**src/rtl/mshr_entry_tracker.sv**
```systemverilog
// Per-entry FREE/RSVD/BUSY tracker for MSHR slots; all state, counts and error pulses register in one cycle.
// No backpressure: v_free_vld is combinational from state, reservations, allocs and releases are accepted or flagged every cycle.
module mshr_entry_tracker #(
  parameter int ENTRY_NUM      = 32,
  parameter int ENTRY_ID_WIDTH = $clog2(ENTRY_NUM),
  parameter int CNT_WIDTH      = $clog2(ENTRY_NUM + 1)
) (
  input  logic                      clk,
  input  logic                      rst_n,
  output logic [ENTRY_NUM-1:0]      v_free_vld,
  input  logic [ENTRY_NUM-1:0]      v_free_rdy,
  input  logic                      alloc_vld_0,
  input  logic [ENTRY_ID_WIDTH-1:0] alloc_idx_0,
  input  logic                      alloc_vld_1,
  input  logic [ENTRY_ID_WIDTH-1:0] alloc_idx_1,
  input  logic                      rel_vld_0,
  input  logic [ENTRY_ID_WIDTH-1:0] rel_idx_0,
  input  logic                      rel_vld_1,
  input  logic [ENTRY_ID_WIDTH-1:0] rel_idx_1,
  output logic [CNT_WIDTH-1:0]      free_cnt,
  output logic [CNT_WIDTH-1:0]      rsvd_cnt,
  output logic [CNT_WIDTH-1:0]      busy_cnt,
  output logic                      all_taken,
  output logic                      err_alloc,
  output logic                      err_rel
);

  typedef enum logic [1:0] {
    ST_FREE = 2'b00,
    ST_RSVD = 2'b01,
    ST_BUSY = 2'b10
  } ent_st_e;

  ent_st_e st_q [ENTRY_NUM];

  logic [ENTRY_NUM-1:0] rsv_hit, a0_hit, a1_hit, r0_hit, r1_hit;
  logic [ENTRY_NUM-1:0] alloc_hit, rel_hit;
  logic                 dup_alloc, dup_rel;
  logic                 err_alloc_nxt, err_rel_nxt;
  logic [CNT_WIDTH-1:0] n_rsv, n_alloc, n_rel;
  logic [CNT_WIDTH-1:0] free_nxt, rsvd_nxt, busy_nxt;

  function automatic logic [CNT_WIDTH-1:0] popcnt(input logic [ENTRY_NUM-1:0] v);
    logic [CNT_WIDTH-1:0] n;
    n = '0;
    for (int i = 0; i < ENTRY_NUM; i++) begin
      n = n + CNT_WIDTH'(v[i]);
    end
    return n;
  endfunction

  assign dup_alloc = alloc_vld_0 && (alloc_idx_0 == alloc_idx_1);
  assign dup_rel   = rel_vld_0 && (rel_idx_0 == rel_idx_1);

  // Index matching per entry means an out-of-range index simply never hits and falls out as an error.
  always_comb begin
    v_free_vld = '0;
    rsv_hit    = '0;
    a0_hit     = '0;
    a1_hit     = '0;
    r0_hit     = '0;
    r1_hit     = '0;
    for (int i = 0; i < ENTRY_NUM; i++) begin
      v_free_vld[i] = (st_q[i] == ST_FREE);
      rsv_hit[i]    = v_free_vld[i] && v_free_rdy[i];
      a0_hit[i]     = alloc_vld_0 && (alloc_idx_0 == ENTRY_ID_WIDTH'(i)) && (st_q[i] == ST_RSVD);
      a1_hit[i]     = alloc_vld_1 && !dup_alloc && (alloc_idx_1 == ENTRY_ID_WIDTH'(i)) &&
                      (st_q[i] == ST_RSVD);
      r0_hit[i]     = rel_vld_0 && (rel_idx_0 == ENTRY_ID_WIDTH'(i)) && (st_q[i] == ST_BUSY);
      r1_hit[i]     = rel_vld_1 && !dup_rel && (rel_idx_1 == ENTRY_ID_WIDTH'(i)) &&
                      (st_q[i] == ST_BUSY);
    end
  end

  assign alloc_hit     = a0_hit | a1_hit;
  assign rel_hit       = r0_hit | r1_hit;
  assign err_alloc_nxt = (alloc_vld_0 && !(|a0_hit)) || (alloc_vld_1 && !(|a1_hit));
  assign err_rel_nxt   = (rel_vld_0 && !(|r0_hit)) || (rel_vld_1 && !(|r1_hit));

  assign n_rsv    = popcnt(rsv_hit);
  assign n_alloc  = popcnt(alloc_hit);
  assign n_rel    = popcnt(rel_hit);
  assign free_nxt = free_cnt - n_rsv + n_rel;
  assign rsvd_nxt = rsvd_cnt + n_rsv - n_alloc;
  assign busy_nxt = busy_cnt + n_alloc - n_rel;

  always_ff @(posedge clk or negedge rst_n) begin
    if (!rst_n) begin
      for (int i = 0; i < ENTRY_NUM; i++) begin
        st_q[i] <= ST_FREE;
      end
      free_cnt  <= CNT_WIDTH'(ENTRY_NUM);
      rsvd_cnt  <= '0;
      busy_cnt  <= '0;
      all_taken <= 1'b0;
      err_alloc <= 1'b0;
      err_rel   <= 1'b0;
    end else begin
      for (int i = 0; i < ENTRY_NUM; i++) begin
        if (rsv_hit[i]) begin
          st_q[i] <= ST_RSVD;
        end else if (alloc_hit[i]) begin
          st_q[i] <= ST_BUSY;
        end else if (rel_hit[i]) begin
          st_q[i] <= ST_FREE;
        end
      end
      free_cnt  <= free_nxt;
      rsvd_cnt  <= rsvd_nxt;
      busy_cnt  <= busy_nxt;
      all_taken <= (free_nxt == '0);
      err_alloc <= err_alloc_nxt;
      err_rel   <= err_rel_nxt;
    end
  end

endmodule

```
**config.mk**
```make
export PLATFORM = sky130hd
export DESIGN_NAME = mshr_entry_tracker
export DESIGN_NICKNAME = d
export VERILOG_FILES = /design/src/rtl/mshr_entry_tracker.sv
export SDC_FILE = /design/constraint.sdc
export NUM_CORES = 1
export LEC_CHECK = 0
export ABC_AREA = 1
export BUFFER_PORTS_ARGS = -buffer_cell sky130_fd_sc_hd__buf_2
export CELL_PAD_IN_SITES_DETAIL_PLACEMENT = 1
export CELL_PAD_IN_SITES_GLOBAL_PLACEMENT = 2
export CORE_MARGIN = 10
export CORE_UTILIZATION = 30
export DETAILED_ROUTE_END_ITERATION = 16
export GPL_TIMING_DRIVEN = 1
export PLACE_DENSITY_LB_ADDON = 0.05
export SLEW_MARGIN = 15
export SYNTH_ARGS = -nofsm -noshare
export SYNTH_HDL_FRONTEND = slang
export SYNTH_SLANG_ARGS = --single-unit
```
**constraint.sdc**
```tcl
create_clock -name clk -period 20.9 [get_ports clk]
set_input_delay 2.09 -clock clk [delete_from_list [all_inputs] [get_ports clk]]
set_output_delay 2.09 -clock clk [all_outputs]
set_load 0.05 [all_outputs]
```
# Yosys cells after proc, flatten, opt, wreduce, memory -nomap -nowiden
# Cells that the tools add are included.
dict set report totals {
  reg_bits 85
  in_bits 58
}
dict set report op_classes {
  add_sub_neg 99
  n_eq_ne 190
  mux 96
  bitwise 2
  reduce_logical 377
}
# op count
set op_table {}
lappend op_table {{adder 6 x 1 -> 6 bit} 78}
lappend op_table {{equality test 5 bit (second input constant)} 64}
lappend op_table {{logical AND 1 bit} 296}
lappend op_table {{2-to-1 mux 2 bit} 96}
lappend op_table {{equality test 5 x 4 -> 1 bit (second input constant)} 32}
lappend op_table {{OR reduction 32 bit} 4}
lappend op_table {{nonzero test 3 bit} 32}
lappend op_table {{equality test 5 x 3 -> 1 bit (second input constant)} 16}
lappend op_table {{equality test 2 x 1 -> 1 bit (second input constant)} 32}
lappend op_table {{equality test 2 bit (second input constant)} 32}
lappend op_table {{logical NOT 2 bit} 32}
lappend op_table {{bitwise OR 32 bit} 2}
lappend op_table {{equality test 5 x 2 -> 1 bit (second input constant)} 8}
lappend op_table {{equality test 5 x 1 -> 1 bit (second input constant)} 4}
lappend op_table {{logical NOT 5 bit} 4}
lappend op_table {{adder 5 x 1 -> 6 bit} 3}
lappend op_table {{adder 6 bit} 3}
lappend op_table {{subtractor 6 bit} 3}
lappend op_table {{adder 4 x 1 -> 5 bit} 3}
lappend op_table {{adder 3 x 1 -> 4 bit} 3}
lappend op_table {{equality test 5 bit} 2}
lappend op_table {{adder 2 x 1 -> 3 bit} 3}
lappend op_table {{adder 1 x 1 -> 2 bit} 3}
lappend op_table {{logical NOT 1 bit} 6}
lappend op_table {{2 further kinds} 3}

# Longest topological paths before layout
# Gate-level depths: netlist of the first run.
dict set report depth {
  depth_word 40
  depth_mapped 36
  ltp_nobuf 35
}

# Worst setup path after synthesis of the first run
# Ideal clock, no wire load.
dict set report synth_path {
  path_type {input to register}
  start {input rel_idx_0[3]}
  end {register busy_cnt[5]}
  setup_ns 0.079
  t_arrival_ns 8.741
  required_time_ns 20.821
  slack_ns 12.080
  stages 33
  n_path_buf 1
  cell_sequence {inv_1 -> nand2_1 -> nand2_1 -> nor2_1 -> nand3_1 -> nand2_1 -> inv_2 -> buf_2 -> nand2_1 -> nand2_1 -> inv_1 -> fa_1 -> fa_1 -> inv_1 -> fa_1 -> fa_1 -> inv_1 -> fa_1 -> inv_1 -> fa_1 -> ha_1 -> inv_1 -> fa_1 -> xnor2_1 -> inv_1 -> fa_1 -> ha_1 -> a21oi_1 -> nand2_1 -> a21o_1 -> a21oi_1 -> xor2_1 -> xor2_1}
}
dict set report synth_via {
  elab_chain_len 39
  word_cells_on_any_way 197
}
# item line
set synth_lines {}
lappend synth_lines {{start: declaration} 17} ;# input logic [ENTRY_ID_WIDTH-1:0] rel_idx_0,
lappend synth_lines {{equality test 5 bit} 53} ;# assign dup_rel = rel_vld_0 && (rel_idx_0 == rel_idx_1);
lappend synth_lines {{logical AND 1 bit} 53}
lappend synth_lines {{logical NOT 1 bit} 70} ;# r1_hit[i] = rel_vld_1 && !dup_rel && (rel_idx_1 == ENTRY_ID_WIDTH'(i)) &&
lappend synth_lines {{logical AND 1 bit (3 in a row)} 70}
lappend synth_lines {{bitwise OR 32 bit (*)} 76} ;# assign rel_hit = r0_hit | r1_hit;
lappend synth_lines {{adder 1 x 1 -> 2 bit} 47} ;# n = n + CNT_WIDTH'(v[i]);
lappend synth_lines {{adder 2 x 1 -> 3 bit} 47}
lappend synth_lines {{adder 3 x 1 -> 4 bit} 47}
lappend synth_lines {{adder 4 x 1 -> 5 bit} 47}
lappend synth_lines {{adder 5 x 1 -> 6 bit} 47}
lappend synth_lines {{adder 6 x 1 -> 6 bit (25 in a row)} 47}
lappend synth_lines {{adder 6 x 1 -> 6 bit (*)} 47}
lappend synth_lines {{subtractor 6 bit (*)} 85} ;# assign busy_nxt = busy_cnt + n_alloc - n_rel;
lappend synth_lines {{via busy_nxt[5]} 41} ;# logic [CNT_WIDTH-1:0] free_nxt, rsvd_nxt, busy_nxt;
lappend synth_lines {{end signal: assignment} 110} ;# busy_cnt <= busy_nxt;
lappend synth_lines {{end: declaration} 22} ;# output logic [CNT_WIDTH-1:0] busy_cnt,
# Mark *: on every way through the listed nets, which the timed path passes. The rest lies on a longest branch.
# A chain may end at the register's enable or synchronous reset.

# Final worst setup path of the first run
dict set report layout_path {
  start {input rel_idx_1[4]}
  end {register busy_cnt[5]}
}
dict set report layout_via {
  elab_chain_len 39
  word_cells_on_any_way 133
}
# item line
set layout_lines {}
lappend layout_lines {{start: declaration} 19} ;# input logic [ENTRY_ID_WIDTH-1:0] rel_idx_1,
lappend layout_lines {{equality test 5 bit} 53}
lappend layout_lines {{logical AND 1 bit} 53}
lappend layout_lines {{logical NOT 1 bit} 70}
lappend layout_lines {{logical AND 1 bit (3 in a row)} 70}
lappend layout_lines {{bitwise OR 32 bit (*)} 76}
lappend layout_lines {{adder 1 x 1 -> 2 bit} 47}
lappend layout_lines {{adder 2 x 1 -> 3 bit} 47}
lappend layout_lines {{adder 3 x 1 -> 4 bit} 47}
lappend layout_lines {{adder 4 x 1 -> 5 bit} 47}
lappend layout_lines {{adder 5 x 1 -> 6 bit} 47}
lappend layout_lines {{adder 6 x 1 -> 6 bit (25 in a row)} 47}
lappend layout_lines {{adder 6 x 1 -> 6 bit (*)} 47}
lappend layout_lines {{subtractor 6 bit (*)} 85}
lappend layout_lines {{via busy_nxt[5]} 41}
# Marks and branches as above.

==> metrics.md, run 1 <==
| Metric | Value |
|---|---|
| Outcome | `complete, no violations` |
| CTS tree | `built` |
| Root buffer cell | `clkbuf_16` |
| Commonest non-fill, non-tap cell in the layout | `nand2_1` |
| Post-layout min period | `10470 ps` |
| Chip Width | `197 µm` |
| Least-Margin Pin Slew | `830 ps` |
| Final Wtd Congestion | `0.915` |
| Crit path capture type | `register` |
| Pwr/cell area | `94.5 nW/µm²` |
| I/O pin count | `111` |
| Antenna violation net count after detailed routing | `0` |
| Most used cell, CP | `fa_1` |
| Number of global-route vias before repair | `9783` |
| Hold Crit Start | `busy_cnt[0]$_DFF_PN0_` |
| Lkg Pwr | `5.70 nW` |
| Clk sinks | `85` |
| Skew-Pair Late Insertion Delay | `380 ps` |
| P_int | `0.493 mW` |
| Initial DRC Count | `531` |
| Syn Nets | `1505` |
| GRT overflow | `0` |
| Hold crit path type | `reg -> reg` |
| DR vias | `9018` |
| Worst path required time | `21210 ps` |
| Clock skew | `12.2 ps` |
| CP max-delay cell | `inv_1` |
| Crit path largest cell delay | `650 ps` |
| TNS Setup | `0 ps` |
| Diode count | `0` |
| Fmax | `95.5 MHz` |
| Register bit total from synthesis | `85` |
| Comb pwr share | `0.573` |
| HPWL after DPL | `37100 µm` |
| Slew margin rel. | `0.446` |
| Mapped cell area | `9400 µm²` |
| MaxCap Viol Count | `0` |
| # Post-CTS Setup Buffers | `0` |
| Arrival time worst endpoint | `10780 ps` |
| Sequential Power Share | `0.267` |
| WL final | `42500 µm` |
| H-Tree Depth | `3` |
| Final Non-Filler Cells | `1824` |
| Clock-pin slew on the worst setup and hold paths | `70 ps` |
| Die area | `38800 µm²` |
| Pre-antenna DRT Iters | `5` |
| Final setup fails | `0` |
| CP Class | `in -> reg` |
| Sw frac | `0.509` |
| Seq/Total Area, Yosys | `0.226` |
| Clk network pwr share | `0.159` |
| Yosys Warn Count | `0` |
| Slew Limit Fails | `0` |
| Global Route Usage Sum | `0.224` |
| Cell row count | `64` |
| Mean routed wirelength per cell | `23.3 µm` |
| Clock Tree Buf Depth | `2` |
| Cts hold-fix bufs | `0` |
| Area Overhead vs Synth | `12.8%` |
| Unrepaired setup endpoints after global routing | `false` |
| Distinct cells, synth | `37` |
| Post-cts gate resize count | `0` |
| Vias per std cell | `4.94` |
| Psw | `0.510 mW` |
| Worst-path maximum fanout | `35` |
| TritonCTS Buffers | `9` |
| Syn Inst Count | `1321` |
| Port Buf Inserts | `110` |
| Mean cell area of the mapped netlist | `7.12 µm²` |
| Initial antenna violation count | `0` |
| Final Cycle Share | `0.501` |
| First-pass GRT wire length | `63900 µm` |
| Final nets | `1607` |
| DRC viols | `0` |
| Highest-count cells in the layout ignoring fill and taps | `nand2_1, inv_1, nor2_1` |
| Crit. Startpoint | `rel_idx_1[4]` |
| Initial Util | `0.306` |
| CP Launch Type | `primary input` |
| Layout cells sized above 1 | `0.113` |
| Final Hold Viols | `0` |
| Largest net degree at the start of global routing | `47` |
| R2R Path Start | `st_q[8]$_DFFE_PN0P_` |
| Post-Place Cells | `1808` |
| DIE HEIGHT | `197 µm` |
| VDD IR-drop max | `85.1 µV` |
| Core Box Area | `30700 µm²` |
[worst max-delay path, delay by kind of cell]
family / cells / cell delay [ps]
compound gates: 3 / 480
xor+xnor: 3 / 610
fa+ha+maj: 10 / 4690
buf+inv: 9 / 1770
simple gates: 8 / 1130
[cell usage after synthesis]
cell type	count	area, µm²
inv_4	1	6.26
o21bai_1	9	67.6
o31ai_2	17	213
nor2_1	187	702
a21oi_1	14	70.1
ha_1	39	488
nand3_1	81	405
clkbuf_1	10	37.5
clkinv_1	1	3.75
nand2_4	1	11.3
buf_2	2	10.0
xor2_1	21	184
dfstp_2	1	26.3
inv_1	272	1020
and2_1	1	6.26
o31ai_1	6	45.0
o211ai_1	18	135
nor4_1	16	100
nand4_1	28	175
a32o_1	3	30.0
a31o_2	8	70.1
inv_2	2	7.51
and3_1	3	18.8
a21boi_0	3	22.5
nand3_2	1	10.0
a21o_1	2	15.0
nand2_1	326	1220
o221ai_1	1	8.76
buf_1	2	7.51
nand2_2	4	25.0
o21ai_0	37	185
o21ai_1	2	10.0
fa_1	87	1740
dfrtp_1	84	2100
xnor2_1	7	61.3
buf_6	6	67.6
nor3_1	18	90.1
[flip-flops by register name, summed over array words and instances, names as in the netlist]
| signal | cells |
|---|---|
| busy_cnt | 6 |
| st_q | 64 |
| free_cnt | 6 |
| all_taken | 1 |
| err_rel | 1 |
| rsvd_cnt | 6 |
| err_alloc | 1 |
[cell families (layout without fill, tap and decap cells)]
group	after synthesis	count (layout)	share of synthesized area
and+or+nand+nor	666	666	0.294
buffers and inverters	296	403	0.123
adders and majority gates	126	126	0.237
AOI/OAI and AO/OA	120	120	0.0927
DFF	85	85	0.226
xor gates and xnor gates	28	28	0.0261
[path summary, 6_finish.rpt]
check	to	slack [ps]	cells after the start
max	busy_cnt[5]$_DFF_PN0_	10430	33
min reg2reg	busy_cnt[0]$_DFF_PN0_	500	1
max in group asynchronous	st_q[5]$_DFFE_PN0P_	18070	2
min in group asynchronous	st_q[33]$_DFFE_PN0P_	1710	1
max reg2reg	busy_cnt[5]$_DFF_PN0_	13250	28
min	busy_cnt[0]$_DFF_PN0_	500	1
[per-layer routing]
layer  GRT usage  wire length, µm  vias up
met1       0.293            19000     4452
met5           0                0        -
met2       0.375            20500      206
met3      0.0322             1970       36
li1            -                -     4324
met4      0.0655              977        0
[per-stage QoR]
| step | util | area, µm² | hold slack [ps] | worst slack (ps) | power, mW |
|---|---|---|---|---|---|
| final | 0.345 | 10600 | 504 | 10430 | 1.00 |
| after global routing | 0.345 | 10600 | 542 | 9830 | 1.10 |
| after CTS | 0.345 | 10600 | 515 | 10430 | 1.02 |
| after detailed placement | 0.336 | 10300 | 496 | 10030 | 0.853 |
| after global placement | 0.336 | 10300 | 493 | 10220 | 0.851 |
| after floorplan | - | 9400 | 487 | 12080 | 0.676 |
[final cells by class]
type                            instances  area [µm²]
Clock buffer                           10         229
Clock inverter                          6        40.0
Fill cell                            3896       20100
Inverter                              276        1040
Multi-Input combinational cell        940        6110
Sequential cell                        85        2130
Tap cell                              396         495
Timing Repair Buffer                  111         561
[power groups by stage]
stage	clock (mW)	sequential [mW]	combinational, mW
5_1_grt	0.171	0.275	0.655
6_report	0.160	0.268	0.575
2_1_floorplan	0	0.322	0.354
3_5_place_dp	0	0.271	0.582
3_3_place_gp	0	0.271	0.580
4_1_cts	0.167	0.268	0.588
(Power assumes the default switching activity.)
==> run 2, diff against run 1 <==
clock period = 10.2 ns   (was 20.9 ns; I/O delays follow)
==> run 2 against run 1 <==
  * Worst hold slack worse by 3.8 ps
  * Critical path depth stayed put
  * Die area unchanged
  * Combinational power is 110% higher
  * First-iteration DRC count rose by 12%
  * Clock power grew 140%
  * Design area grew 1.0%
  * Register-to-register slack got worse by 11000 ps
  * Wire length increased by 1.6%
  * Core utilization up 0.36 points
  * Global-route usage rose by 0.34 points
  * Critical path type unchanged
  * Largest cell class unchanged
  * Highest routed layer unchanged
==> metrics.md, run 2 (synthesized netlist as in run 1, its figures left out) <==
| Metric | Value |
|---|---|
| Clock skew | `18.4 ps (+6.11 ps)` |
| Final Non-Filler Cells | `1831 (+0.38%)` |
| Initial antenna violation count | `0 (unchanged)` |
| Fillers | `3915 (+0.49%)` |
| WL final | `43100 µm (+1.6%)` |
| First-pass GRT wire length | `65100 µm (+1.7%)` |
| Comb pwr share | `0.559 (-0.014)` |
| Reg with most FFs | `st_q` |
| Unrepaired setup endpoints after global routing | `false` |
| GRT overflow | `0 (unchanged)` |
| DIE HEIGHT | `197 µm (unchanged)` |
| Vias per std cell | `4.97 (+0.53%)` |
| Arrival time worst endpoint | `8910 ps (-1870 ps)` |
| CP Class | `in -> reg` |
| Pre-antenna DRT Iters | `5 (unchanged)` |
| Mean routed wirelength per cell | `23.6 µm (+1.2%)` |
| WP buf/inv | `9 (unchanged)` |
| Diode count | `0 (unchanged)` |
| Crit path largest cell delay | `630 ps (-20 ps)` |
| Fmax | `116 MHz` |
| Final hold slack | `501 ps (-3.77 ps)` |
| Sw frac | `0.496 (-0.0123)` |
| P_int | `1.08 mW (+120%)` |
| # Post-CTS Setup Buffers | `0 (unchanged)` |
| Psw | `1.06 mW (+110%)` |
| Final Wtd Congestion | `0.920 (+0.60%)` |
| Slew margin rel. | `0.413 (-0.0331)` |
| Clk sinks | `85 (unchanged)` |
| Layout cells sized above 1 | `0.117 (+0.00433)` |
| Met3 WL | `1540 µm (-22%)` |
| DRC viols | `0 (unchanged)` |
| Core Box Area | `30700 µm² (unchanged)` |
| Sequential Power Share | `0.258 (-0.009)` |
| Post-layout min period | `8610 ps` |
| Commonest non-fill, non-tap cell in the layout | `nand2_1` |
| Initial DRC Count | `597 (+12%)` |
| Outcome | `complete, no violations` |
| Clock-pin slew on the worst setup and hold paths | `60 ps (about the same)` |
| Number of global-route vias before repair | `9959 (+1.8%)` |
| HPWL after DPL | `37400 µm (+0.71%)` |
| H-Tree Depth | `3 (unchanged)` |
| Worst-path maximum fanout | `19 (-46%)` |
| Final setup fails | `0 (unchanged)` |
| TritonCTS Buffers | `9 (unchanged)` |
| Post-cts gate resize count | `0 (unchanged)` |
| Slew Limit Fails | `0 (unchanged)` |
| Hold crit path type | `reg -> reg` |
| WL met2 | `20900 µm (+2.0%)` |
| Crit path capture type | `register` |
| Register area | `2130 µm² (unchanged)` |
| Final nets | `1614 (+0.44%)` |
| Chip Width | `197 µm (unchanged)` |
| M1 WL | `19700 µm (+3.5%)` |
| Footprint of the multi-input gates | `6110 µm² (unchanged)` |
| I/O pin count | `111 (unchanged)` |
| VDD IR-drop max | `171 µV (+100%)` |
| CTS tree | `built` |
| Skew-Pair Late Insertion Delay | `390 ps (about the same)` |
| Cts hold-fix bufs | `0 (unchanged)` |
| Port Buf Inserts | `110 (unchanged)` |
| Max FFs per register | `64 (unchanged)` |
| Lkg Pwr | `5.76 nW (+1.1%)` |
| Cell row count | `64 (unchanged)` |
| Final Cycle Share | `0.844` |
| Most used cell, CP | `fa_1` |
| Initial Util | `0.306 (unchanged)` |
| TNS Setup | `0 ps (unchanged)` |
| Root buffer cell | `clkbuf_16` |
| Largest net degree at the start of global routing | `47 (unchanged)` |
| Clock Tree Buf Depth | `2 (unchanged)` |
| MaxCap Viol Count | `0 (unchanged)` |
| Least-Margin Pin Slew | `872 ps (+41.4 ps)` |
| CP Launch Type | `primary input` |
| Area Overhead vs Synth | `14.0%` |
| Global Route Usage Sum | `0.227 (+0.00336)` |
| Post-Place Cells | `1815 (+0.39%)` |
| DR top layer | `met4` |
| Worst path required time | `10500 ps (-10710 ps)` |
| Highest-count cells in the layout ignoring fill and taps | `nand2_1, inv_1, nor2_1` |
| Delay-heaviest family, CP | `adder cells` |
| Die area | `38800 µm² (unchanged)` |
| Antenna violation net count after detailed routing | `0 (unchanged)` |
| Pwr/cell area | `199 nW/µm² (+110%)` |
| Clk network pwr share | `0.183 (+0.024)` |
| Final Hold Viols | `0 (unchanged)` |
| CP max-delay cell | `fa_1` |
| DR vias | `9101 (+0.92%)` |
| R2r setup slk | `2480 ps (-10770 ps)` |
[run 2: changes by cell type in the layout (fill, tap and decap cells not counted)]
cell	before	now
buf_4	2	9
bufinv_16	0	2
clkbuf_8	0	2
clkinv_4	2	0
clkinv_2	3	2
clkinvlp_4	1	0
[run 2: metrics by stage]
step	total power, mW	cell area [µm²]	setup slack, ps	util
2_1_floorplan	1.38	9400	2450	-
3_3_place_gp	1.75	10400	1330	0.338
3_5_place_dp	1.76	10400	1250	0.338
4_1_cts	2.18	10700	1580	0.349
5_1_grt	2.34	10700	990	0.349
6_report	2.13	10700	1590	0.349
[run 2: worst register-to-register path: cells and delay by family, from the launching register on]
| kind | cells | cell delay (ps) |
|---|---|---|
| xor+xnor | 3 | 640 |
| buf+inv | 8 | 680 |
| compound gates | 3 | 480 |
| fa+ha+maj | 10 | 4680 |
| simple gates | 4 | 720 |
| flops | 1 | 420 |
[run 2: cell type report]
type	count	share of cell area
clock buffers	12	0.0239
clock inverters	4	0.00654
inverters	276	0.0969
multi-input cells	940	0.571
flip-flops and latches	85	0.199
repair buffers	118	0.0572
well taps	396	0.0462
[run 2: worst paths after layout]
check,start,end,cells past startpoint
min in group asynchronous,rst_n,st_q[32]$_DFFE_PN0P_,1
hold / removal,rsvd_cnt[0]$_DFF_PN0_,rsvd_cnt[0]$_DFF_PN0_,1
setup / recovery,rel_idx_1[4],busy_cnt[5]$_DFF_PN0_,33
hold reg to reg,rsvd_cnt[0]$_DFF_PN0_,rsvd_cnt[0]$_DFF_PN0_,1
max in group asynchronous,rst_n,st_q[51]$_DFFE_PN0P_,2
setup reg to reg,st_q[8]$_DFFE_PN0P_,busy_cnt[5]$_DFF_PN0_,28
[run 2: power by group through the flow]
stage	registers, mW	logic (mW)	clock network, mW
final	0.552	1.19	0.391
after global routing	0.565	1.36	0.417
after CTS	0.553	1.22	0.402
after detailed placement	0.559	1.20	0
after global placement	0.557	1.20	0
after floorplan	0.659	0.725	0
[run 2: metal layers]
layer | vias up | global-route usage
li1 | 4333 | -
met4 | 0 | 0.0624
met5 | - | 0
met3 | 40 | 0.0339
met1 | 4550 | 0.296
met2 | 178 | 0.384
